<file path="config.mk">
export PLATFORM = sky130hd
export DESIGN_NAME = instr_encoder_loader_flat
export DESIGN_NICKNAME = d
export VERILOG_FILES = /design/src/rtl/instr_encoder_loader_if.sv /design/src/rtl/instr_encoder_loader.sv /design/src/flat_wrapper.sv
export SDC_FILE = /design/constraint.sdc
export NUM_CORES = 1
export LEC_CHECK = 0
export ABC_AREA = 1
export CORE_ASPECT_RATIO = 0.8
export CORE_UTILIZATION = 40
export CTS_CLUSTER_SIZE = 14
export DETAILED_ROUTE_END_ITERATION = 7
export PLACE_DENSITY = 0.75
export RECOVER_POWER = 100
export SLEW_MARGIN = 15
export SYNTH_ARGS = -nofsm -noshare
export SYNTH_HDL_FRONTEND = slang
export SYNTH_SLANG_ARGS = --single-unit
</file>
<file path="constraint.sdc">
create_clock -name clk -period 2.4 [get_ports clk]
set_input_delay 0.36 -clock clk [delete_from_list [all_inputs] [get_ports clk]]
set_output_delay 0.36 -clock clk [all_outputs]
set_load 0.02 [all_outputs]
</file>
<file path="src/rtl/instr_encoder_loader_if.sv">
// Instruction loader bus: field-set handshake, byte write port to program memory, status.
interface instr_encoder_loader_if #(
  parameter int unsigned ADDR_W = 8
);
  logic              restart;
  logic              in_valid;
  logic              in_ready;
  logic [3:0]        in_opcode;
  logic [2:0]        in_rd;
  logic [2:0]        in_rs1;
  logic [2:0]        in_rs2;
  logic              mem_we;
  logic [ADDR_W-1:0] mem_addr;
  logic [7:0]        mem_wdata;
  logic [ADDR_W-1:0] word_count;
  logic              busy;
  logic              full;
  logic              err_field;

  // Producer of field sets (bench / boot loader).
  modport master (
    output restart, in_valid, in_opcode, in_rd, in_rs1, in_rs2,
    input  in_ready, mem_we, mem_addr, mem_wdata, word_count, busy, full, err_field
  );

  // The loader itself.
  modport slave (
    input  restart, in_valid, in_opcode, in_rd, in_rs1, in_rs2,
    output in_ready, mem_we, mem_addr, mem_wdata, word_count, busy, full, err_field
  );
endinterface

</file>
<file path="src/rtl/instr_encoder_loader.sv">
// Packs decoded instruction fields into 16-bit words and writes them, high byte first,
// into byte-wide program memory at an auto-incrementing address.
module instr_encoder_loader #(
  parameter int unsigned ADDR_W    = 8,
  parameter int unsigned BASE_ADDR = 0,
  parameter int unsigned MEM_BYTES = 256
) (
  input  logic                   clk,
  input  logic                   reset,
  instr_encoder_loader_if.slave  bus_io
);

  localparam logic [ADDR_W-1:0] Base     = ADDR_W'(BASE_ADDR);
  localparam logic [ADDR_W:0]   LastWord = (ADDR_W+1)'(MEM_BYTES - 2);

  typedef enum logic [1:0] {StIdle, StWrHi, StWrLo, StDone} state_e;

  state_e            state_q, state_d;
  logic [ADDR_W-1:0] ptr_q, ptr_d;
  logic [ADDR_W-1:0] cnt_q, cnt_d;
  logic [ADDR_W-1:0] addr_q, addr_d;
  logic [7:0]        lo_q, lo_d;
  logic [7:0]        wdata_q, wdata_d;
  logic              full_q, full_d;
  logic              err_q, err_d;
  logic              rst_pend_q, rst_pend_d;

  logic              in_ready;
  logic              legal;
  logic [7:0]        enc_lo;
  logic [ADDR_W:0]   ptr_next;

  assign in_ready = (state_q == StIdle) && !full_q && !bus_io.restart;
  assign legal    = !bus_io.in_rd[2] && (bus_io.in_rs1[2:1] == 2'b00)
                    && (bus_io.in_rs2[2:1] == 2'b00);
  // Upper byte of the machine word is always zero; only the low byte needs storing.
  assign enc_lo   = {bus_io.in_opcode, bus_io.in_rd[1:0], bus_io.in_rs2[0], bus_io.in_rs1[0]};
  assign ptr_next = {1'b0, ptr_q} + (ADDR_W+1)'(2);

  assign bus_io.in_ready   = in_ready;
  assign bus_io.mem_we     = (state_q == StWrHi) || (state_q == StWrLo);
  assign bus_io.mem_addr   = addr_q;
  assign bus_io.mem_wdata  = wdata_q;
  assign bus_io.word_count = cnt_q;
  assign bus_io.busy       = (state_q != StIdle);
  assign bus_io.full       = full_q;
  assign bus_io.err_field  = err_q;

  // Next-state: handshake, byte sequencing and pointer/count bookkeeping.
  always_comb begin
    state_d    = state_q;
    ptr_d      = ptr_q;
    cnt_d      = cnt_q;
    addr_d     = addr_q;
    lo_d       = lo_q;
    wdata_d    = wdata_q;
    full_d     = full_q;
    err_d      = err_q;
    rst_pend_d = rst_pend_q;
    unique case (state_q)
      StIdle: begin
        if (bus_io.restart) begin
          ptr_d  = Base;
          cnt_d  = '0;
          full_d = 1'b0;
          err_d  = 1'b0;
        end else if (bus_io.in_valid && in_ready) begin
          if (legal) begin
            lo_d       = enc_lo;
            addr_d     = ptr_q;
            wdata_d    = 8'h00;
            rst_pend_d = 1'b0;
            state_d    = StWrHi;
          end else begin
            err_d = 1'b1;
          end
        end
      end
      StWrHi: begin
        addr_d  = ptr_q + ADDR_W'(1);
        wdata_d = lo_q;
        state_d = StWrLo;
        if (bus_io.restart) rst_pend_d = 1'b1;
      end
      StWrLo: begin
        state_d = StDone;
        if (bus_io.restart) rst_pend_d = 1'b1;
      end
      StDone: begin
        state_d    = StIdle;
        rst_pend_d = 1'b0;
        // A restart seen during the sequence takes effect here instead of advancing.
        if (bus_io.restart || rst_pend_q) begin
          ptr_d  = Base;
          cnt_d  = '0;
          full_d = 1'b0;
          err_d  = 1'b0;
        end else begin
          cnt_d = cnt_q + ADDR_W'(1);
          if (ptr_next > LastWord) begin
            full_d = 1'b1;  // pointer saturates at the last word
          end else begin
            ptr_d = ptr_next[ADDR_W-1:0];
          end
        end
      end
      default: state_d = StIdle;
    endcase
  end

  // State register with synchronous reset; reset aborts any partial word.
  always_ff @(posedge clk) begin
    if (reset) begin
      state_q    <= StIdle;
      ptr_q      <= Base;
      cnt_q      <= '0;
      addr_q     <= Base;
      lo_q       <= 8'h00;
      wdata_q    <= 8'h00;
      full_q     <= 1'b0;
      err_q      <= 1'b0;
      rst_pend_q <= 1'b0;
    end else begin
      state_q    <= state_d;
      ptr_q      <= ptr_d;
      cnt_q      <= cnt_d;
      addr_q     <= addr_d;
      lo_q       <= lo_d;
      wdata_q    <= wdata_d;
      full_q     <= full_d;
      err_q      <= err_d;
      rst_pend_q <= rst_pend_d;
    end
  end

endmodule

</file>
<file path="src/flat_wrapper.sv">
// flat-port wrapper written by rule: the top's interface ports become plain ports
module instr_encoder_loader_flat 
#(
  parameter int unsigned ADDR_W    = 8,
  parameter int unsigned BASE_ADDR = 0,
  parameter int unsigned MEM_BYTES = 256
)
  (clk, reset, bus_io_restart, bus_io_in_valid, bus_io_in_opcode, bus_io_in_rd, bus_io_in_rs1, bus_io_in_rs2, bus_io_in_ready, bus_io_mem_we, bus_io_mem_addr, bus_io_mem_wdata, bus_io_word_count, bus_io_busy, bus_io_full, bus_io_err_field);
  instr_encoder_loader_if #(.ADDR_W(ADDR_W)) bus_io_i ();
  input  logic clk;
  input  logic reset;
  input wire logic [$bits(bus_io_i.restart)-1:0] bus_io_restart;
  input wire logic [$bits(bus_io_i.in_valid)-1:0] bus_io_in_valid;
  input wire logic [$bits(bus_io_i.in_opcode)-1:0] bus_io_in_opcode;
  input wire logic [$bits(bus_io_i.in_rd)-1:0] bus_io_in_rd;
  input wire logic [$bits(bus_io_i.in_rs1)-1:0] bus_io_in_rs1;
  input wire logic [$bits(bus_io_i.in_rs2)-1:0] bus_io_in_rs2;
  output wire logic [$bits(bus_io_i.in_ready)-1:0] bus_io_in_ready;
  output wire logic [$bits(bus_io_i.mem_we)-1:0] bus_io_mem_we;
  output wire logic [$bits(bus_io_i.mem_addr)-1:0] bus_io_mem_addr;
  output wire logic [$bits(bus_io_i.mem_wdata)-1:0] bus_io_mem_wdata;
  output wire logic [$bits(bus_io_i.word_count)-1:0] bus_io_word_count;
  output wire logic [$bits(bus_io_i.busy)-1:0] bus_io_busy;
  output wire logic [$bits(bus_io_i.full)-1:0] bus_io_full;
  output wire logic [$bits(bus_io_i.err_field)-1:0] bus_io_err_field;
  assign bus_io_i.restart = bus_io_restart;
  assign bus_io_i.in_valid = bus_io_in_valid;
  assign bus_io_i.in_opcode = bus_io_in_opcode;
  assign bus_io_i.in_rd = bus_io_in_rd;
  assign bus_io_i.in_rs1 = bus_io_in_rs1;
  assign bus_io_i.in_rs2 = bus_io_in_rs2;
  assign bus_io_in_ready = bus_io_i.in_ready;
  assign bus_io_mem_we = bus_io_i.mem_we;
  assign bus_io_mem_addr = bus_io_i.mem_addr;
  assign bus_io_mem_wdata = bus_io_i.mem_wdata;
  assign bus_io_word_count = bus_io_i.word_count;
  assign bus_io_busy = bus_io_i.busy;
  assign bus_io_full = bus_io_i.full;
  assign bus_io_err_field = bus_io_i.err_field;
  instr_encoder_loader #(.ADDR_W(ADDR_W), .BASE_ADDR(BASE_ADDR), .MEM_BYTES(MEM_BYTES)) u_core (.clk(clk), .reset(reset), .bus_io(bus_io_i));
endmodule
</file>
======== Word-level counts from Yosys, hierarchy flattened ========
Cells that the tools add are included.
operators by class
  muxes and demuxes ....................... 32
  equality and inequality tests ........... 13
  bitwise operators ....................... 1
  order comparisons ....................... 1
  reduce and logical (&&, ||, !) cells .... 25
  $add $sub $neg .......................... 3
operators with widths
  operator             number
  $mux 8               10
  $pmux 8 s2           4
  $add 8x1->8 const B  2
  $reduce_and 4->1     4
  $mux 1               11
  $add 8x2->9 const B  1
  $gt 9x8->1 const B   1
  $reduce_and 3->1     3
  $pmux 2 s4           1
  $logic_not 2->1      3
  $mux 2               3
  $ne 2x1->1 const B   3
  $ne 2x2->1 const B   3
  $ne 3x3->1 const B   2
  $reduce_bool 2->1    3
  $logic_and 1x1->1    5
  $eq 2x2->1 const B   2
  $pmux 1 s2           2
  $logic_not 1->1      3
  $ne 3x1->1 const B   1
  $ne 3x2->1 const B   1
  $pmux 1 s3           1
  $eq 2x1->1 const B   1
  $logic_or 1x1->1     2
  3 further kinds      3
storage, ports and cells
  output and inout port bits .............. 29
  flip-flop bits (word level) ............. 45
  logic and storage cells ................. 84
  input port bits ......................... 17

======== Logic depth before layout (Yosys ltp) ========
Gate-level depths: netlist of run 1.
  word-level depth ........................ 7
  gate-level depth with buffers ........... 14
  gate-level depth less buffers ........... 13

======== Least setup slack after synthesis of run 1 ========
OpenSTA, ideal clock, no wires.
  path type ............................... reg-to-reg
  start ................................... reg u_core.state_q[0]
  end ..................................... reg u_core.addr_q[6] (netlist: u_core.bus_io.mem_addr[6])
  setup time .............................. 118 ps
  cell stages (with the launch flop) ...... 15
  path buffers ............................ 1
  required time ........................... 2,282 ps
  arrival ................................. 1,874 ps
  clock period less this slack ............ 1,992 ps
  setup slack ............................. 408 ps
  cell sequence ........................... dfxtp_1 -> inv_1 -> ha_1 -> inv_2 -> nor2_4 -> inv_2 -> nor2_4 -> nand2_4 -> nor2_8 -> nor2_4 -> nor2_8 -> nor2_4 -> buf_6 -> o21ai_1 -> nor2_1
on the way
  word-level cells in the longest chain between the ends .. 6
  elaborated cells between the ends (all ways) .. 11
  those cells by class .................... eq/ne: 4; mux: 1; reduce/logical: 6
ends and longest elaborated chain
  element                         line                         RTL
  start: declaration              instr_encoder_loader.sv:18   state_e state_q, state_d;
  start signal: assignment        instr_encoder_loader.sv:114  state_q <= StIdle;
  start signal: assignment        instr_encoder_loader.sv:124  state_q <= state_d;
  $logic_not 2->1                 instr_encoder_loader.sv:33   assign in_ready = (state_q == StIdle) && !full_q && !bus_io.restart;
  $logic_and 1x1->1 (2 in a row)  instr_encoder_loader.sv:33
  named net bus_io_in_ready       flat_wrapper.sv:18           output wire logic [$bits(bus_io_i.in_ready)-1:0] bus_io_in_ready;
  $logic_and 1x1->1               instr_encoder_loader.sv:67   end else if (bus_io.in_valid && in_ready) begin
  $ne 2x2->1 (no line)            -
  $reduce_and 4->1 (no line)      -
  end signal: assignment          instr_encoder_loader.sv:117  addr_q <= Base;
  end signal: assignment          instr_encoder_loader.sv:127  addr_q <= addr_d;
  end: declaration                instr_encoder_loader.sv:21   logic [ADDR_W-1:0] addr_q, addr_d;
The timed path passes the listed nets, and every way through them passes these cells.
A chain may end at the register's enable or synchronous reset.

======== Final worst setup path of run 1 ========
  start ................................... reg u_core.state_q[0]
  end ..................................... out bus_io_busy
on the way
  word-level cells in the longest chain between the ends .. 1
ends and longest elaborated chain
  element            line                        RTL
  $reduce_bool 2->1  instr_encoder_loader.sv:45  assign bus_io.busy = (state_q != StIdle);
  end: declaration   flat_wrapper.sv:23          output wire logic [$bits(bus_io_i.busy)-1:0] bus_io_busy;
Every way passes these cells.

==> results.tsv, run 1 <==
stage	metric	value	unit
outcome	outcome	finished clean	
finish	area delta synth->final	29.0	%
logic_synthesis	sequential fraction of the synthesis area	0.434	
grt	largest net degree at the start of global routing	18	
logic_synthesis	mapped cell area	0.00203	sq mm
placed_design	routability cong.	0.838	
die	initial cell density of the core	0.428	
die	Die X	81.6	microns
timing	Post-Route Setup TNS	0	ns
critical_path	crit path cell chain	inv_1 -> ha_1 -> inv_2 -> dlygate4sd3_1	
die	Die H	65.7	microns
timing	final worst path period need	2.22	ns
pwr	PwrDens	802	mW/mm^2
logic_synthesis	Synth area leaders	dfxtp_1 (43%), nand2_1 (9.4%), nor2_1 (7.6%)	
critical_path	CP max FO	7	
route	via count	1908	
timing	final hold vios	0	
critical_path	WP data required	2.04	ns
cts	clock sink count	44	
die	Die Area	0.00536	sq mm
cts	clock latency on the worst-skew pair	0.29	ns
timing	RSZ-0062 raised after global routing	false	
placed_design	HPWL Detailed	3.25	mm
placed_design	Buffers on Ports	45	
timing	Fmax	449	MHz
timing	final setup violation count	0	
route	Routed wire per std cell	11.7	microns
die	num rows	22	
timing	max_slew headroom	0.712	
logic_synthesis	Synth Register Bits	44	
route	drt drc	0	
cts	Clock Tree Root	clkbuf_8	
grt	initial antenna violation count	0	
critical_path	slowest cell delay on critical path	0.70	ns
route	1st-pass router iterations	4	
logic_synthesis	Syn Area/Cell	7.46	sq um
logic_synthesis	top cells by count, synth	nand2_1 (51), dfxtp_1 (44), nor2_1 (41)	
critical_path	Setup crit end kind	output pin	
logic_synthesis	most common flop cell mapped by yosys	dfxtp_1	
cts	number of CTS-inserted buffers	5	
logic_synthesis	most frequent cell after synthesis	nand2_1	
critical_path	critical setup path kind	reg2out	
logic_synthesis	total nets after synthesis	296	
critical_path	Arr. time, crit path	1.86	ns
route	routed vias/inst	4.98	
pwr	maximum vdd drop	0.000427	V
pwr	LEAKAGE	0.00110	uW
logic_synthesis	Synth area leader	dfxtp_1	
critical_path	highest-delay cell along the critical path	dlygate4sd3_1	
cts	post-CTS setup buffers	0	
finish	antenna fix cells	0	
cts	CTS clk-pin slew, worst paths	0.08	ns
die	core box area	0.00473	sq mm
critical_path	Bufs and invs on worst path	3	
logic_synthesis	Syn. warnings	0	
placed_design	placed cell area	0.00256	sq mm
timing	clk_skew	0.00643	ns
route	WL final	4.49	mm
logic_synthesis	ys async rst share	0	
route	Iter 0 DRT Violations	111	
timing	Slew Viols, Final	0	
logic_synthesis	Mapped Cells	272	
critical_path	startpoint types	flop	
cts	H-tree depth	2	
critical_path	delay-heaviest family, CP	buffers and inverters	
grt	total global routing overflow	0	
die	I/O pins	46	
worst_hold_path	hold_sp	u_core.bus_io.mem_wdata[6]	
timing	fin crit share	0.927	
grt	vias in the first global route	1666	
timing	Slew @ Worst Pin	0.429	ns
finish	layout cells sized above 1	0.0588	
logic_synthesis	share of the synthesized area in the top cell type	0.434	
critical_path	Critical Path Start	u_core.state_q[0]	
cts	CTS tree	built	
worst_hold_path	min-delay worst type	reg2reg	
flow_run	number of max-cap violations	0	
grt	first-pass GRT wire length	7.60	mm
finish	final instance area	0.00262	sq mm
route	Routed Antenna Nets	0	
grt	Total Routing Usage GR	0.187	
critical_path	reg2reg start	u_core.state_q[0]	
logic_synthesis	Yosys cell types	24	
finish	Nets	347	
logic_synthesis	Post-synth EDFFs	0	
cts	Clock Path Buffers	2	
power breakdown:
group,switching [uW],internal [uW]
Combinational,562,273
Sequential,36.2,788
Clock,241,198
Total,840,1260
placed cells by master, fill, tap and decap left out:
master,Yosys,final
a21oi_1,27,27
buf_4,0,5
clkbuf_1,4,3
clkbuf_8,0,5
clkdlybuf4s50_1,0,16
clkinv_1,1,1
clkinv_2,0,1
dfxtp_1,44,44
dlygate4sd3_1,0,28
ha_1,7,7
inv_1,21,22
inv_2,2,1
nand2_1,51,51
nand2_4,1,1
nand3_1,15,15
nand4_1,4,4
nor2_1,41,42
nor2_4,4,3
nor2_8,2,2
nor3_1,16,16
nor3b_1,4,4
o211ai_1,1,1
o21ai_0,18,18
o21ai_1,2,2
o21ai_2,1,1
o21bai_1,2,2
xor2_1,1,1
cell families after synthesis:
family,Yosys count,share of synthesized area
xor+xnor,1,0.00432
buf+inv,31,0.0654
simple gates,138,0.321
compound gates,51,0.131
fa+ha+maj,7,0.0432
flops,44,0.434
worst register-to-register path: cells and delay by family, from the launching register on:
kind / cells / cell delay (ns)
adders and majority gates: 1 / 0.20
and+or+nand+nor: 7 / 0.93
buffers and inverters: 4 / 0.48
DFF: 1 / 0.34
AOI/OAI and AO/OA: 1 / 0.15
path summary, 6_finish.rpt:
path	endpoint	slack, ns	cells past startpoint
setup / recovery	bus_io_busy	0.18	4
hold / removal	u_core.bus_io.mem_wdata[6]	0.46	2
setup reg to reg	u_core.bus_io.mem_wdata[1]	0.22	13
hold reg to reg	u_core.bus_io.mem_wdata[6]	0.46	2
area by class of cell:
type                       count  area, sq um
fill                         477         2120
multi-input combinational    197         1010
sequential                    44          881
timing repair buffer          51          485
inverter                      24         90.1
tap                           60         75.1
clock buffer                   6         72.6
clock inverter                 1         5.00
per-layer routing:
metal	up-vias	track usage	wire length, microns
li1	997	-	-
met1	827	0.262	2220
met2	76	0.267	1820
met3	8	0.0486	386
met4	0	0.0789	72
met5	-	0	0
per-stage QoR:
step           hold WS, ns  setup slack, ns  total power (uW)   util  instances
3_5_place_dp         0.451            0.206              1730  0.540        376
3_3_place_gp         0.447            0.223              1710  0.540        376
6_report             0.457            0.175              2100  0.553        383
5_1_grt              0.485          0.00766              2240  0.553        383
2_1_floorplan        0.440            0.408              1430      -        272
4_1_cts              0.461           0.0153              2170  0.556        383
flip-flops by register name, indices dropped and copies added, names as in the netlist:
signal / count
u_core.state_q: 2
u_core.ptr_q: 7
u_core.bus_io.word_count: 8
u_core.bus_io.full: 1
u_core.rst_pend_q: 1
u_core.bus_io.mem_wdata: 8
u_core.bus_io.mem_addr: 8
u_core.bus_io.err_field: 1
u_core.lo_q: 8
repair_timing:
action / in CTS / in global routing
endpoints found under the hold margin: 0 / 0
hold buffers: 0 / 0
resized for setup: 0 / 1
setup endpoints to repair: 0 / 1
Note: power is estimated with default switching activity, not from simulation.
==> inputs of run 2 (changes only) <==
GPL_TIMING_DRIVEN = 0   (was not set)
==> run 2 against run 1 <==
Compared with the run above:
- worst hold slack improved by 0.0026 ns
- critical path type unchanged
- die area unchanged
- global-route usage decreased by 0.21 points
- highest routed layer unchanged
==> results.tsv, run 2 (synthesis gave the netlist of run 1 again) <==
stage	metric	value	unit	change
cts	H-tree depth	2		unchanged
grt	largest net degree at the start of global routing	15		-3
route	Iter 0 DRT Violations	81		-27%
finish	final std cells w/o fill	384		+0.26%
die	initial cell density of the core	0.428		unchanged
cts	hold_buf cts	0		unchanged
die	Die X	81.6	microns	unchanged
flow_run	number of max-cap violations	0		unchanged
pwr	clock power share	0.265		+0.056
cts	Clock Path Buffers	2		unchanged
finish	layout cells sized above 1	0.0586		-0.000182
finish	commonest non-fill, non-tap cell in the layout	nand2_1		
critical_path	critical setup path kind	reg2out		
route	via count	1942		+1.8%
grt	first-pass GRT wire length	7.49	mm	-1.4%
finish	antenna fix cells	0		unchanged
grt	initial antenna violation count	0		unchanged
route	drt drc	0		unchanged
route	routed vias/inst	5.06		+1.5%
timing	final hold vios	0		unchanged
placed_design	routability cong.	0.878		+4.8%
worst_hold_path	min-delay worst type	reg2reg		
die	I/O pins	46		unchanged
critical_path	CP max FO	7		unchanged
critical_path	Setup crit end kind	output pin		
timing	final setup violation count	0		unchanged
pwr	maximum vdd drop	0.000539	V	+26%
pwr	LEAKAGE	0.00111	uW	+0.89%
pwr	Pint	1400	uW	+11%
timing	Slew Viols, Final	0		unchanged
placed_design	dpl ws	0.0816	ns	-0.125 ns
outcome	outcome	finished clean		
route	Routed Antenna Nets	0		unchanged
placed_design	HPWL Detailed	3.37	mm	+3.7%
finish	Nets	347		unchanged
pwr	sw frac	0.376		-0.0243
grt	total global routing overflow	0		unchanged
die	Die Area	0.00536	sq mm	unchanged
placed_design	Buffers on Ports	44		-2.2%
timing	max_slew headroom	0.664		-0.0479
cts	CTS clk-pin slew, worst paths	0.09	ns	about the same
pwr	PwrDens	849	mW/mm^2	+5.8%
pwr	switching power	845	uW	+0.64%
cts	Clock Tree Root	clkbuf_8		
route	Routed wire per std cell	12.1	microns	+3.0%
grt	vias in the first global route	1639		-1.6%
cts	clock sink count	44		unchanged
timing	Fmax	455	MHz	+1.3%
critical_path	startpoint types	flop		
timing	clk_skew	0.00489	ns	-0.00154 ns
route	WL final	4.64	mm	+3.3%
grt	Total Routing Usage GR	0.184		-0.00215
finish	commonest cells after routing, fill and taps aside	nand2_1 (51), dfxtp_1 (44), nor2_1 (41)		
cts	CTS tree	built		
timing	final worst path period need	2.20	ns	-0.0282 ns
cts	number of CTS-inserted buffers	5		unchanged
timing	RSZ-0062 raised after global routing	false		
pwr	Comb power frac	0.368		-0.030
cts	clock latency on the worst-skew pair	0.29	ns	about the same
timing	Post-Route Setup TNS	0	ns	unchanged
die	num rows	22		unchanged
route	1st-pass router iterations	4		unchanged
pwr	Reg power frac	0.366		-0.027
die	Die H	65.7	microns	unchanged
timing	Final WS setup	0.203	ns	+0.0282 ns
die	core box area	0.00473	sq mm	unchanged
placed_design	Placed Cells incl. Taps	376		unchanged
finish	area delta synth->final	30.7	%	
critical_path	Arr. time, crit path	1.84	ns	-0.02 ns
critical_path	WP data required	2.04	ns	about the same
timing	Slew @ Worst Pin	0.504	ns	+0.0747 ns
timing	fin crit share	0.915		-0.0117
run 2: area by class of cell:
cell class / instances / area [sq um]
clock inverter: 2 / 38.8
fill: 478 / 2080
timing repair buffer: 44 / 434
buffer: 7 / 42.5
multi-input combinational: 197 / 1010
tap: 60 / 75.1
inverter: 24 / 90.1
sequential: 44 / 881
clock buffer: 6 / 82.6
run 2: critical path, stage by stage (launching register included):
cell           delay, ns
dfxtp_1             0.37
inv_1               0.08
ha_1                0.23
inv_2               0.16
dlygate4sd3_1       0.69
run 2: per-stage QoR:
stage	hold slack, ns	power, uW	utilization	area (sq um)
after floorplan	0.440	1430	-	2030
after global placement	0.444	1700	0.537	2540
after detailed placement	0.454	1710	0.537	2540
after CTS	0.467	2310	0.563	2670
after global routing	0.483	2390	0.560	2650
final	0.460	2250	0.560	2650
run 2: final timing paths:
path	startpoint	to	slack (ns)	depth (start not counted)
setup / recovery	u_core.state_q[0]	bus_io_busy	0.20	4
setup reg to reg	u_core.state_q[0]	u_core.bus_io.mem_addr[5]	0.25	14
hold reg to reg	u_core.bus_io.mem_wdata[3]	u_core.bus_io.mem_wdata[3]	0.46	2
hold / removal	u_core.bus_io.mem_wdata[3]	u_core.bus_io.mem_wdata[3]	0.46	2
run 2: what timing repair did:
item                                    4_1_cts  5_1_grt
buffers inserted                              0        0
resized for setup                             0        1
endpoints found under the setup margin        0        1
run 2: per-layer routing:
metal | track usage | share of wire | routed length, microns | vias to the layer above
li1 | - | - | - | 999
met1 | 0.259 | 0.51 | 2340 | 879
met2 | 0.277 | 0.43 | 1980 | 60
met3 | 0.0458 | 0.061 | 281 | 4
met4 | 0.0526 | 0.0060 | 28 | 0
met5 | 0 | 0 | 0 | -
run 2: power groups by stage:
stage	Combinational (uW)	Sequential, uW	Clock, uW
detailed placement	865	842	0
floorplan	551	876	0
global route	907	833	653
finish	829	824	597
CTS	869	826	611
global placement	857	842	0
